`src/rtl/mips32_pkg.sv`:
```
// Shared definitions for the pipe_MIPS32 issue/interlock logic and decode.
//   REG_AW      : register-address width
//   tk_entry_t  : one destination-tracker slot {valid, rd}
//   OP_*        : 6-bit primary opcodes used by decode
package mips32_pkg;

  localparam int unsigned REG_AW = 5;

  typedef struct packed {
    logic              valid;
    logic [REG_AW-1:0] rd;
  } tk_entry_t;

  localparam logic [5:0] OP_ADD   = 6'b000000;
  localparam logic [5:0] OP_SUB   = 6'b000001;
  localparam logic [5:0] OP_AND   = 6'b000010;
  localparam logic [5:0] OP_OR    = 6'b000011;
  localparam logic [5:0] OP_SLT   = 6'b000100;
  localparam logic [5:0] OP_MUL   = 6'b000101;
  localparam logic [5:0] OP_LW    = 6'b001000;
  localparam logic [5:0] OP_SW    = 6'b001001;
  localparam logic [5:0] OP_ADDI  = 6'b001010;
  localparam logic [5:0] OP_SUBI  = 6'b001011;
  localparam logic [5:0] OP_SLTI  = 6'b001100;
  localparam logic [5:0] OP_BNEQZ = 6'b001101;
  localparam logic [5:0] OP_BEQZ  = 6'b001110;
  localparam logic [5:0] OP_HLT   = 6'b111111;

  // Empty tracker slot (bubble / stall / squashed op).
  function automatic tk_entry_t tk_none();
    return '{valid: 1'b0, rd: '0};
  endfunction

endpackage

```
`src/rtl/mips32_dest_tracker.sv`:
```
// Destination tracker: one slot per pipeline stage after ID (EX, MEM, WB).
// Shifts every cycle; reports a RAW hazard for two source-register compare
// ports and whether every slot is empty.
//   i_clk, i_rst_n       : clock, synchronous active-low reset
//   i_push               : entry entering tk[0] this edge
//   i_kill               : forces tk[0] invalid this edge (taken-branch squash)
//   i_use_a/i_reg_a      : compare port A (rs)
//   i_use_b/i_reg_b      : compare port B (rt)
//   o_hazard             : a source matches an in-flight destination
//   o_empty              : no valid slot anywhere
module mips32_dest_tracker
  import mips32_pkg::*;
#(
  parameter int unsigned PIPE_DEPTH = 3,
  parameter int unsigned WB_BYPASS  = 1
) (
  input  logic              i_clk,
  input  logic              i_rst_n,
  input  tk_entry_t         i_push,
  input  logic              i_kill,
  input  logic              i_use_a,
  input  logic [REG_AW-1:0] i_reg_a,
  input  logic              i_use_b,
  input  logic [REG_AW-1:0] i_reg_b,
  output logic              o_hazard,
  output logic              o_empty
);

  // Slots at or beyond this index are already written back (or being
  // written in the first half-cycle) and cannot cause a hazard.
  localparam int unsigned HAZ_SLOTS = PIPE_DEPTH - WB_BYPASS;

  tk_entry_t r_tk [PIPE_DEPTH];

  always_ff @(posedge i_clk) begin
    if (!i_rst_n) begin
      for (int unsigned i = 0; i < PIPE_DEPTH; i++) begin
        r_tk[i] <= tk_none();
      end
    end else begin
      r_tk[0] <= i_kill ? tk_none() : i_push;
      for (int unsigned i = 1; i < PIPE_DEPTH; i++) begin
        r_tk[i] <= r_tk[i-1];
      end
    end
  end

  logic w_hazard;
  logic w_empty;

  always_comb begin
    w_hazard = 1'b0;
    w_empty  = 1'b1;
    for (int unsigned i = 0; i < PIPE_DEPTH; i++) begin
      if (r_tk[i].valid) begin
        w_empty = 1'b0;
        if (i < HAZ_SLOTS) begin
          // R0 is hard-wired zero, so reads of it never depend on anything.
          if ((i_use_a && (i_reg_a != '0) && (r_tk[i].rd == i_reg_a)) ||
              (i_use_b && (i_reg_b != '0) && (r_tk[i].rd == i_reg_b))) begin
            w_hazard = 1'b1;
          end
        end
      end
    end
  end

  assign o_hazard = w_hazard;
  assign o_empty  = w_empty;

endmodule

```
`src/rtl/mips32_hazard_ctrl.sv`:
```
// Issue/interlock controller at ID of the 5-stage pipe_MIPS32 datapath.
// Stalls on RAW hazards (no forwarding), blocks issue behind an unresolved
// branch, squashes on a taken branch and sequences HLT until drained.
//   i_clk, i_rst_n                  : clock, synchronous active-low reset
//   i_id_valid                      : ID holds a valid instruction
//   i_id_rs/rt, i_id_use_rs/rt      : source registers and their use flags
//   i_id_wr_en, i_id_rd             : destination write enable / register
//   i_id_is_branch, i_id_is_halt    : BEQZ/BNEQZ, HLT
//   i_br_resolve, i_br_taken        : oldest pending branch resolved (pulse)
//   o_issue, o_stall                : ID->EX advance / held (combinational)
//   o_flush                         : squash IF/ID and ID/EX (registered)
//   o_halted                        : sticky halt (registered)
//   o_stall_cnt                     : saturating stall-cycle counter
module mips32_hazard_ctrl
  import mips32_pkg::*;
#(
  parameter int unsigned PIPE_DEPTH = 3,
  parameter int unsigned WB_BYPASS  = 1,
  parameter int unsigned CNT_W      = 16
) (
  input  logic              i_clk,
  input  logic              i_rst_n,
  input  logic              i_id_valid,
  input  logic [REG_AW-1:0] i_id_rs,
  input  logic [REG_AW-1:0] i_id_rt,
  input  logic              i_id_use_rs,
  input  logic              i_id_use_rt,
  input  logic              i_id_wr_en,
  input  logic [REG_AW-1:0] i_id_rd,
  input  logic              i_id_is_branch,
  input  logic              i_id_is_halt,
  input  logic              i_br_resolve,
  input  logic              i_br_taken,
  output logic              o_issue,
  output logic              o_stall,
  output logic              o_flush,
  output logic              o_halted,
  output logic [CNT_W-1:0]  o_stall_cnt
);

  logic             r_branch_pend;
  logic             r_halt_pend;
  logic             r_halted;
  logic             r_flush;
  logic [CNT_W-1:0] r_stall_cnt;

  logic             w_hazard;
  logic             w_empty;
  logic             w_issue;
  logic             w_stall;
  logic             w_br_taken;
  tk_entry_t        w_push;

  logic             w_branch_pend_nxt;
  logic             w_halt_pend_nxt;
  logic             w_halted_nxt;
  logic             w_flush_nxt;
  logic [CNT_W-1:0] w_stall_cnt_nxt;

  mips32_dest_tracker #(
    .PIPE_DEPTH (PIPE_DEPTH),
    .WB_BYPASS  (WB_BYPASS)
  ) u_tracker (
    .i_clk    (i_clk),
    .i_rst_n  (i_rst_n),
    .i_push   (w_push),
    .i_kill   (w_br_taken),
    .i_use_a  (i_id_use_rs),
    .i_reg_a  (i_id_rs),
    .i_use_b  (i_id_use_rt),
    .i_reg_b  (i_id_rt),
    .o_hazard (w_hazard),
    .o_empty  (w_empty)
  );

  // Gating issue with i_rst_n keeps the datapath quiet while reset is held.
  assign w_issue = i_rst_n & i_id_valid & ~w_hazard & ~r_branch_pend &
                   ~r_halt_pend & ~r_halted & ~r_flush;
  assign w_stall = i_rst_n & i_id_valid & ~w_issue;

  // Writes to R0 are discarded by the register file, so they are not tracked.
  assign w_push = '{valid: w_issue & i_id_wr_en & (i_id_rd != '0), rd: i_id_rd};

  // Resolve pulses with nothing pending are stray and ignored.
  assign w_br_taken = i_br_resolve & i_br_taken & r_branch_pend;

  always_comb begin
    w_branch_pend_nxt = r_branch_pend;
    w_halt_pend_nxt   = r_halt_pend;
    w_halted_nxt      = r_halted;
    w_flush_nxt       = w_br_taken;
    w_stall_cnt_nxt   = r_stall_cnt;

    if (i_br_resolve) begin
      w_branch_pend_nxt = 1'b0;
    end
    // Issue is blocked while a branch is pending, so set and clear never collide.
    if (w_issue && i_id_is_branch) begin
      w_branch_pend_nxt = 1'b1;
    end
    if (w_issue && i_id_is_halt) begin
      w_halt_pend_nxt = 1'b1;
    end
    if (r_halt_pend && w_empty) begin
      w_halted_nxt = 1'b1;
    end
    if (w_stall && (r_stall_cnt != {CNT_W{1'b1}})) begin
      w_stall_cnt_nxt = r_stall_cnt + 1'b1;
    end
  end

  always_ff @(posedge i_clk) begin
    if (!i_rst_n) begin
      r_branch_pend <= 1'b0;
      r_halt_pend   <= 1'b0;
      r_halted      <= 1'b0;
      r_flush       <= 1'b0;
      r_stall_cnt   <= '0;
    end else begin
      r_branch_pend <= w_branch_pend_nxt;
      r_halt_pend   <= w_halt_pend_nxt;
      r_halted      <= w_halted_nxt;
      r_flush       <= w_flush_nxt;
      r_stall_cnt   <= w_stall_cnt_nxt;
    end
  end

  assign o_issue     = w_issue;
  assign o_stall     = w_stall;
  assign o_flush     = r_flush;
  assign o_halted    = r_halted;
  assign o_stall_cnt = r_stall_cnt;

endmodule

```
`config.mk`:
```
export PLATFORM = sky130hd
export DESIGN_NAME = mips32_hazard_ctrl
export DESIGN_NICKNAME = d
export VERILOG_FILES = /design/src/rtl/mips32_pkg.sv /design/src/rtl/mips32_dest_tracker.sv /design/src/rtl/mips32_hazard_ctrl.sv
export SDC_FILE = /design/constraint.sdc
export NUM_CORES = 1
export LEC_CHECK = 0
export ABC_AREA = 1
export BUFFER_PORTS_ARGS = -buffer_cell sky130_fd_sc_hd__buf_2
export CORE_ASPECT_RATIO = 1.1
export CORE_MARGIN = 1
export CORE_UTILIZATION = 53
export DETAILED_ROUTE_END_ITERATION = 7
export PLACE_DENSITY_LB_ADDON = 0.05
export SLEW_MARGIN = 40
export SYNTH_ARGS = -nofsm -noshare
export SYNTH_HDL_FRONTEND = slang
export SYNTH_SLANG_ARGS = --single-unit
export TNS_END_PERCENT = 1
```
`constraint.sdc`:
```
create_clock -name i_clk -period 2.5 [get_ports i_clk]
set_clock_uncertainty 0.2 [all_clocks]
set_input_delay 0 -clock i_clk [delete_from_list [all_inputs] [get_ports i_clk]]
set_output_delay 0 -clock i_clk [all_outputs]
set_load 0.005 [all_outputs]
```
==> reports/qor.yml, run 1 <==
run_status:
  outcome: "finished clean"
setup_path:
  crit_required_ps: 2590
  reg2reg_to: "r_branch_pend"
  r2r_slack_ps: 440
  crit_fanout: 12
  crit_path_end_kind: "register"
  rr_startpoint: "u_tracker.r_tk[0][0]"
  r2r_cells: 11
  startpoint_type: "input pin"
  crit_type: "input pin to register"
  startpoint: "i_rst_n"
  arrival_ps: 2200
routing:
  via_per_inst: 4.791
  antenna_left: 0
  wl_met1_um: 1748
  dr.pass1.iters: 4
  num_vias: 1835
  wl_met3_um: 140
  drt_first_iter_violations: 100
  wl_um: 4190
  dr_wl_met2_um: 2156
  routedWlPerCell_um: 10.94
  drc_errors: 0
  top_layer: "met4"
pwr:
  p_sw_uw: 278.9
  swShare: 0.2327
  pwr-share-seq: 0.461
  power.share.clock: 0.414
  power_density_nw_per_um2: 498.5
  total_power_mw: 1.198
  vdd_drop_max_mv: 0.4230
  combPwrFrac: 0.124
  p_leak_nw: 1.249
  p_int_uw: 919.3
sta:
  setup_tns_ps: 0
  fmax_mhz: 473.8
  drv_slew: 0
  hold_slack_ps: 99.91
  min_period_ps: 2111
  post-route-period-util: 0.8443
  max_slew_margin: 0.6676
  worstMarginPinSlew_ps: 495.5
  final-setup-viol-count: 0
  rsz0062_at_grt: "no"
  hold_viol_final: 0
synthesis:
  synth_warnings: 0
  async_flop_share: 0
  yosysUniqueCellTypes: 24
  syn_area_sq_um: 1858
  avgSynthCellArea_sq_um: 6.907
  synth_flop_cell: "dfxtp_1"
  synth-seq-cells: 33
  syn_inst: 269
  syn-num-nets: 295
  yosysSeqAreaShare: 0.3556
  synth_edf_count: 0
global_route:
  grt_pass1_wl_um: 7024
  grt_max_degree: 19
  grt_pass1_vias: 1666
  grt.total_usage: 0.2496
  overflow: 0
  antenna_found_initial: 0
worst_hold_path:
  whs_path_depth: 10
  worstHoldStart: "i_id_use_rt"
  holdCritPathClass: "input pin to register"
  whs_endpoint: "r_halt_pend"
place:
  dp_hpwl_um: 2894
  place_congestion: 0.8241
  port_buffers: 44
die:
  fp-row-count: 22
  core_area_sq_um: 3331
  die_area_sq_um: 3747
  die_y_um: 64.10
  io_pins: 45
  die_x_um: 58.46
  start_util: 0.5579
clocking:
  insertion_delay_ps: 340
  cts_tree: "yes"
  cts_buffers: 5
  clock_tree.buffer_depth: 2
  cts_num_sinks: 33
  cts_root_buf: "clkbuf_4"
  ctsHtreeMaxLevel: 2
  clk_pin_slew_worst_paths_ps: 110
finish:
  layout_common_cells: "73 x nand2_1, 44 x buf_2, 38 x inv_1"
  syn2layout_area_growth_pct: 29.36
  fillers: 279
  nNetsFinal: 360
  final_common_cell: "nand2_1"
  drive_gt1_frac: 0.1940
  antennaDiodeCount: 0
job:
  drv_cap: 0
[cell usage after synthesis, types with 2 or more instances]
cell | n | area (sq um)
a21oi_1 | 18 | 90.09
nand4_1 | 19 | 118.9
nand3_1 | 7 | 35.03
inv_2 | 3 | 11.26
nand2_2 | 2 | 12.51
nor2_1 | 28 | 105.1
xor2_1 | 19 | 166.4
clkbuf_1 | 4 | 15.01
nor3_1 | 3 | 15.01
nand2_1 | 73 | 274.0
nand3_2 | 3 | 30.03
inv_1 | 38 | 142.6
nor4_1 | 2 | 12.51
dfxtp_1 | 33 | 660.6
xnor2_1 | 8 | 70.07
[final cells by class]
cell class                 instances  area [sq um]  share of cell area
timing repair buffer              64         417.9              0.1739
clock buffer                       5         37.54             0.01562
sequential                        33         660.6              0.2749
inverter                          42         157.7             0.06559
multi-input combinational        188          1005              0.4180
tap                               48         60.06             0.02499
clock inverter                     3         65.06             0.02707
[how the worst max path moves through the flow]
stage,end,slack (ps),depth (start not counted)
floorplan,o_stall_cnt[10],720,9
CTS,r_branch_pend,70,9
global route,o_stall_cnt[4],260,9
detailed placement,o_stall_cnt[13],520,8
finish,r_branch_pend,390,9
global placement,o_stall_cnt[4],530,9
[power groups by stage]
stage / sequential [mW] / clock (mW) / combinational (mW)
2_1_floorplan: 0.563 / 0 / 0.0812
3_3_place_gp: 0.564 / 0 / 0.123
3_5_place_dp: 0.564 / 0 / 0.124
4_1_cts: 0.552 / 0.505 / 0.146
5_1_grt: 0.555 / 0.535 / 0.167
6_report: 0.552 / 0.496 / 0.149
[kinds of logic (layout without fill, tap and decap cells)]
kind of cell    after synthesis  count (layout)  synth area share
fa+ha+maj                     1               1          0.006733
xor+xnor                     27              27            0.1273
compound gates               18              18           0.04849
simple gates                142             142            0.3582
flops                        33              33            0.3556
buf+inv                      48             114            0.1037
[layer usage]
| metal | GRT usage | vias to the layer above |
|---|---|---|
| met5 | 0 | - |
| met4 | 0.1488 | 0 |
| met3 | 0.04453 | 13 |
| met2 | 0.4397 | 49 |
| met1 | 0.2731 | 805 |
| li1 | - | 968 |
[critical path: stages]
cell	delay (ps)
dlygate4sd3_1	540
buf_2	250
nand2_1	130
nor4_1	300
nand3_2	130
inv_2	90
nand2_1	60
a21oi_1	120
dlygate4sd3_1	570
[state kept, by name (all words and copies together), names as in the netlist]
name / count
o_flush: 1
r_halt_pend: 1
o_stall_cnt: 16
u_tracker.r_tk: 13
r_branch_pend: 1
o_halted: 1
[through the flow]
| step | util | setup WS [ps] | instance area [sq um] | instances |
|---|---|---|---|---|
| 6_report | 0.7216 | 389.3 | 2404 | 383 |
| 3_3_place_gp | 0.6315 | 534.6 | 2103 | 355 |
| 5_1_grt | 0.7216 | 264.8 | 2404 | 383 |
| 2_1_floorplan | - | 718.8 | 1858 | 269 |
| 3_5_place_dp | 0.6315 | 515.7 | 2103 | 355 |
| 4_1_cts | 0.7194 | 71.99 | 2396 | 382 |
[timing repair]
item	in CTS	in global routing
gates resized for setup	0	0
hold buffers	19	0
hold endpoints to repair	25	0
setup buffers	0	1
endpoints found under the setup margin	0	2
Note: power is estimated with default switching activity, not from simulation.
==> run 2: changes to the inputs <==
--- a/config.mk
+++ b/config.mk
@@ -9,7 +9,7 @@
 export BUFFER_PORTS_ARGS = -buffer_cell sky130_fd_sc_hd__buf_2
 export CORE_ASPECT_RATIO = 1.1
 export CORE_MARGIN = 1
-export CORE_UTILIZATION = 53
+export CORE_UTILIZATION = 48
 export DETAILED_ROUTE_END_ITERATION = 7
 export PLACE_DENSITY_LB_ADDON = 0.05
 export SLEW_MARGIN = 40
==> constraint.sdc (replaced) <==
create_clock -name i_clk -period 1.9 [get_ports i_clk]
set_clock_uncertainty 0.2 [all_clocks]
set_input_delay 0 -clock i_clk [delete_from_list [all_inputs] [get_ports i_clk]]
set_output_delay 0 -clock i_clk [all_outputs]
set_load 0.005 [all_outputs]
==> run 2 against run 1 <==
Total power rose by 37%; sequential share of layout area fell by 1.9 points; critical path depth fell by 1; worst hold slack improved by 73 ps; core utilization fell by 1.4 points; first-iteration DRC count fell by 37%; via count rose by 5.2%; die area rose by 10%.
==> reports/qor.yml, run 2 (synthesized netlist as in run 1, its figures left out) <==
setup_path:
  crit_path_end_kind: "register"  # unchanged
  crit_type: "register to register"  # was input pin to register
  r2r_slack_ps: 50  # was 440 ps
  crit_required_ps: 1900  # was 2590 ps
  arrival_ps: 1850  # was 2200 ps
  r2r_cells: 8  # was 11
  cp_top_family: "simple AND/OR/NAND/NOR gates"  # was buffers and inverters
  path_cells: "ha_4, nand2_2, nor2_4, nand3_2, nand3b_4, nand3_2, nand2_1, a21oi_1"  # was dlygate4sd3_1, buf_2, nand2_1, nor4_1, nand3_2, inv_2, nand2_1, a21oi_1, dlygate4sd3_1
  cp_num_cells: 8  # was 9
  rr_startpoint: "o_stall_cnt[1]"  # was u_tracker.r_tk[0][0]
  reg2reg_to: "o_stall_cnt[10]"  # was r_branch_pend
  crit_path_max_incr_delay_ps: 420  # was 570 ps
  startpoint: "o_stall_cnt[1]"  # was i_rst_n
  slowest_stage: "dfxtp_1"  # was dlygate4sd3_1
  path_common_cell: "nand3_2"
  startpoint_type: "register"  # was input pin
  crit_buf_inv: 0  # was 4
  crit_fanout: 9  # was 12
  crit_end: "o_stall_cnt[10]"  # was r_branch_pend
sta:
  max_slew_margin: 0.6401  # was 0.6676
  final-setup-viol-count: 0  # unchanged
  min_period_ps: 1852
  worstMarginPinSlew_ps: 536.5  # was 495.5 ps
  fin_ws_ps: 47.68  # was 389.3 ps
  drv_slew: 0  # unchanged
  fmax_mhz: 539.9
  post-route-period-util: 0.9749
  rsz0062_at_grt: "yes"  # was no
  hold_viol_final: 0  # unchanged
global_route:
  grt_max_degree: 19  # unchanged
  grt_pass1_wl_um: 7300  # was 7024 um
  overflow: 0  # unchanged
  grt_pass1_vias: 1773  # was 1,666
  grt.total_usage: 0.2427  # was 0.2496
  antenna_found_initial: 0  # unchanged
finish:
  final_common_cell: "nand2_1"  # unchanged
  instances_no_fill: 400  # was 383
  layout_common_cells: "70 x nand2_1, 43 x buf_2, 34 x inv_1"  # was 73 x nand2_1, 44 x buf_2, 38 x inv_1
  largest_register_ffs: 16  # unchanged
  drive_gt1_frac: 0.2743  # was 0.1940
  final_area_sq_um: 2608  # was 2404 sq um
  syn2layout_area_growth_pct: 40.34  # was 29.36%
  fillers: 337  # was 279
  antennaDiodeCount: 0  # unchanged
  nNetsFinal: 375  # was 360
routing:
  antenna_left: 0  # unchanged
  routedWlPerCell_um: 12.04  # was 10.94 um
  drc_errors: 0  # unchanged
  via_per_inst: 4.828  # was 4.791
  drt_first_iter_violations: 63  # was 100
  wl_um: 4815  # was 4190 um
  num_vias: 1931  # was 1,835
  dr.pass1.iters: 4  # unchanged
pwr:
  vdd_drop_max_mv: 0.4537  # was 0.4230 mV
  p_sw_uw: 393.9  # was 278.9 uW
  combPwrFrac: 0.140  # was 0.124
  p_int_mw: 1.249  # was 919.3 uW
  pwr-share-seq: 0.445  # was 0.461
  p_leak_nw: 1.332  # was 1.249 nW
  power.share.clock: 0.415  # was 0.414
  swShare: 0.2397  # was 0.2327
  power_density_nw_per_um2: 630.2  # was 498.5 nW/um^2
clocking:
  cts_buffers: 5  # unchanged
  cts_root_buf: "clkbuf_8"  # was clkbuf_4
  insertion_delay_ps: 280  # was 340 ps
  cts_tree: "yes"  # unchanged
  ctsHtreeMaxLevel: 2  # unchanged
  clk_pin_slew_worst_paths_ps: 70  # was 110 ps
  clock_tree.buffer_depth: 2  # unchanged
  cts_num_sinks: 33  # unchanged
die:
  die_area_sq_um: 4124  # was 3747 sq um
  start_util: 0.5044  # was 0.5579
  die_x_um: 61.32  # was 58.46 um
  core_area_sq_um: 3684  # was 3331 sq um
  die_y_um: 67.26  # was 64.10 um
  fp-row-count: 23  # was 22
  io_pins: 45  # unchanged
place:
  port_buffers: 44  # unchanged
  place_inst: 370  # was 355
  dp_hpwl_um: 3153  # was 2894 um
  place_congestion: 0.8291  # was 0.8241
  place_ws_ps: 15.05  # was 515.7 ps
  dpl-instance-area_sq_um: 2203  # was 2103 sq um
worst_hold_path:
  holdCritPathClass: "input pin to register"  # unchanged
job:
  drv_cap: 0  # unchanged
run_status:
  outcome: "finished clean"  # unchanged
==> run 2: layout make-up <==
cell class              count  area [sq um]  share of cell area
clock buffers               7         86.33             0.03311
clock inverters             1         30.03             0.01152
inverters                  42         160.2             0.06142
multi-input cells         190          1074              0.4117
flip-flops and latches     33         666.9              0.2558
well taps                  50         62.56             0.02399
repair buffers             77         528.0              0.2025
==> run 2: what timing repair did <==
action                                  in CTS  in global routing
cloned                                       0                  2
pin swaps                                    0                 11
gates resized for setup                      1                 23
buffers inserted                             0                  3
hold buffers                                17                  0
hold endpoints to repair                    18                  0
endpoints found under the setup margin       2                 18
==> run 2: worst min path at each step <==
stage | slack [ps] | cells after the start | end | startpoint
CTS | 70 | 5 | o_stall_cnt[13] | i_id_valid
global placement | 30 | 3 | u_tracker.r_tk[0][1] | i_id_rd[1]
finish | 170 | 5 | o_stall_cnt[5] | i_id_valid
global route | 200 | 5 | o_stall_cnt[6] | i_id_valid
floorplan | -90 | 2 | u_tracker.r_tk[0][0] | i_id_rd[0]
detailed placement | 30 | 3 | u_tracker.r_tk[0][0] | i_id_rd[0]
==> run 2: per-stage QoR <==
stage / hold WS [ps] / util / total power, mW / TNS (ps)
final: 173.1 / 0.7079 / 1.643 / 0
after global routing: 198.5 / 0.7079 / 1.707 / -505.3
after CTS: 74.43 / 0.6766 / 1.613 / 0
after detailed placement: 33.73 / 0.5982 / 0.9164 / 0
after global placement: 29.24 / 0.5982 / 0.9143 / 0
after floorplan: -87.78 / - / 0.8473 / 0
==> run 2: worst reg2reg max path: stages (launching register included) <==
cell and delay (ps):
dfxtp_1 420, ha_4 200, nand2_2 90, nor2_4 120, nand3_2 90, nand3b_4 220
nand3_2 220, nand2_1 80, a21oi_1 130
==> run 2: routing by layer <==
layer,part of all wire,track usage,vias to the layer above
met5,0,0,-
met2,0.53,0.4715,36
met1,0.42,0.2576,877
li1,-,-,1011
met4,0.012,0.05966,0
met3,0.028,0.05172,7
==> run 2: power groups by stage <==
stage / sequential, mW / combinational (mW) / clock [mW]
after global routing: 0.734 / 0.259 / 0.714
after floorplan: 0.741 / 0.107 / 0
after detailed placement: 0.743 / 0.174 / 0
after global placement: 0.743 / 0.171 / 0
after CTS: 0.727 / 0.200 / 0.686
final: 0.731 / 0.230 / 0.682
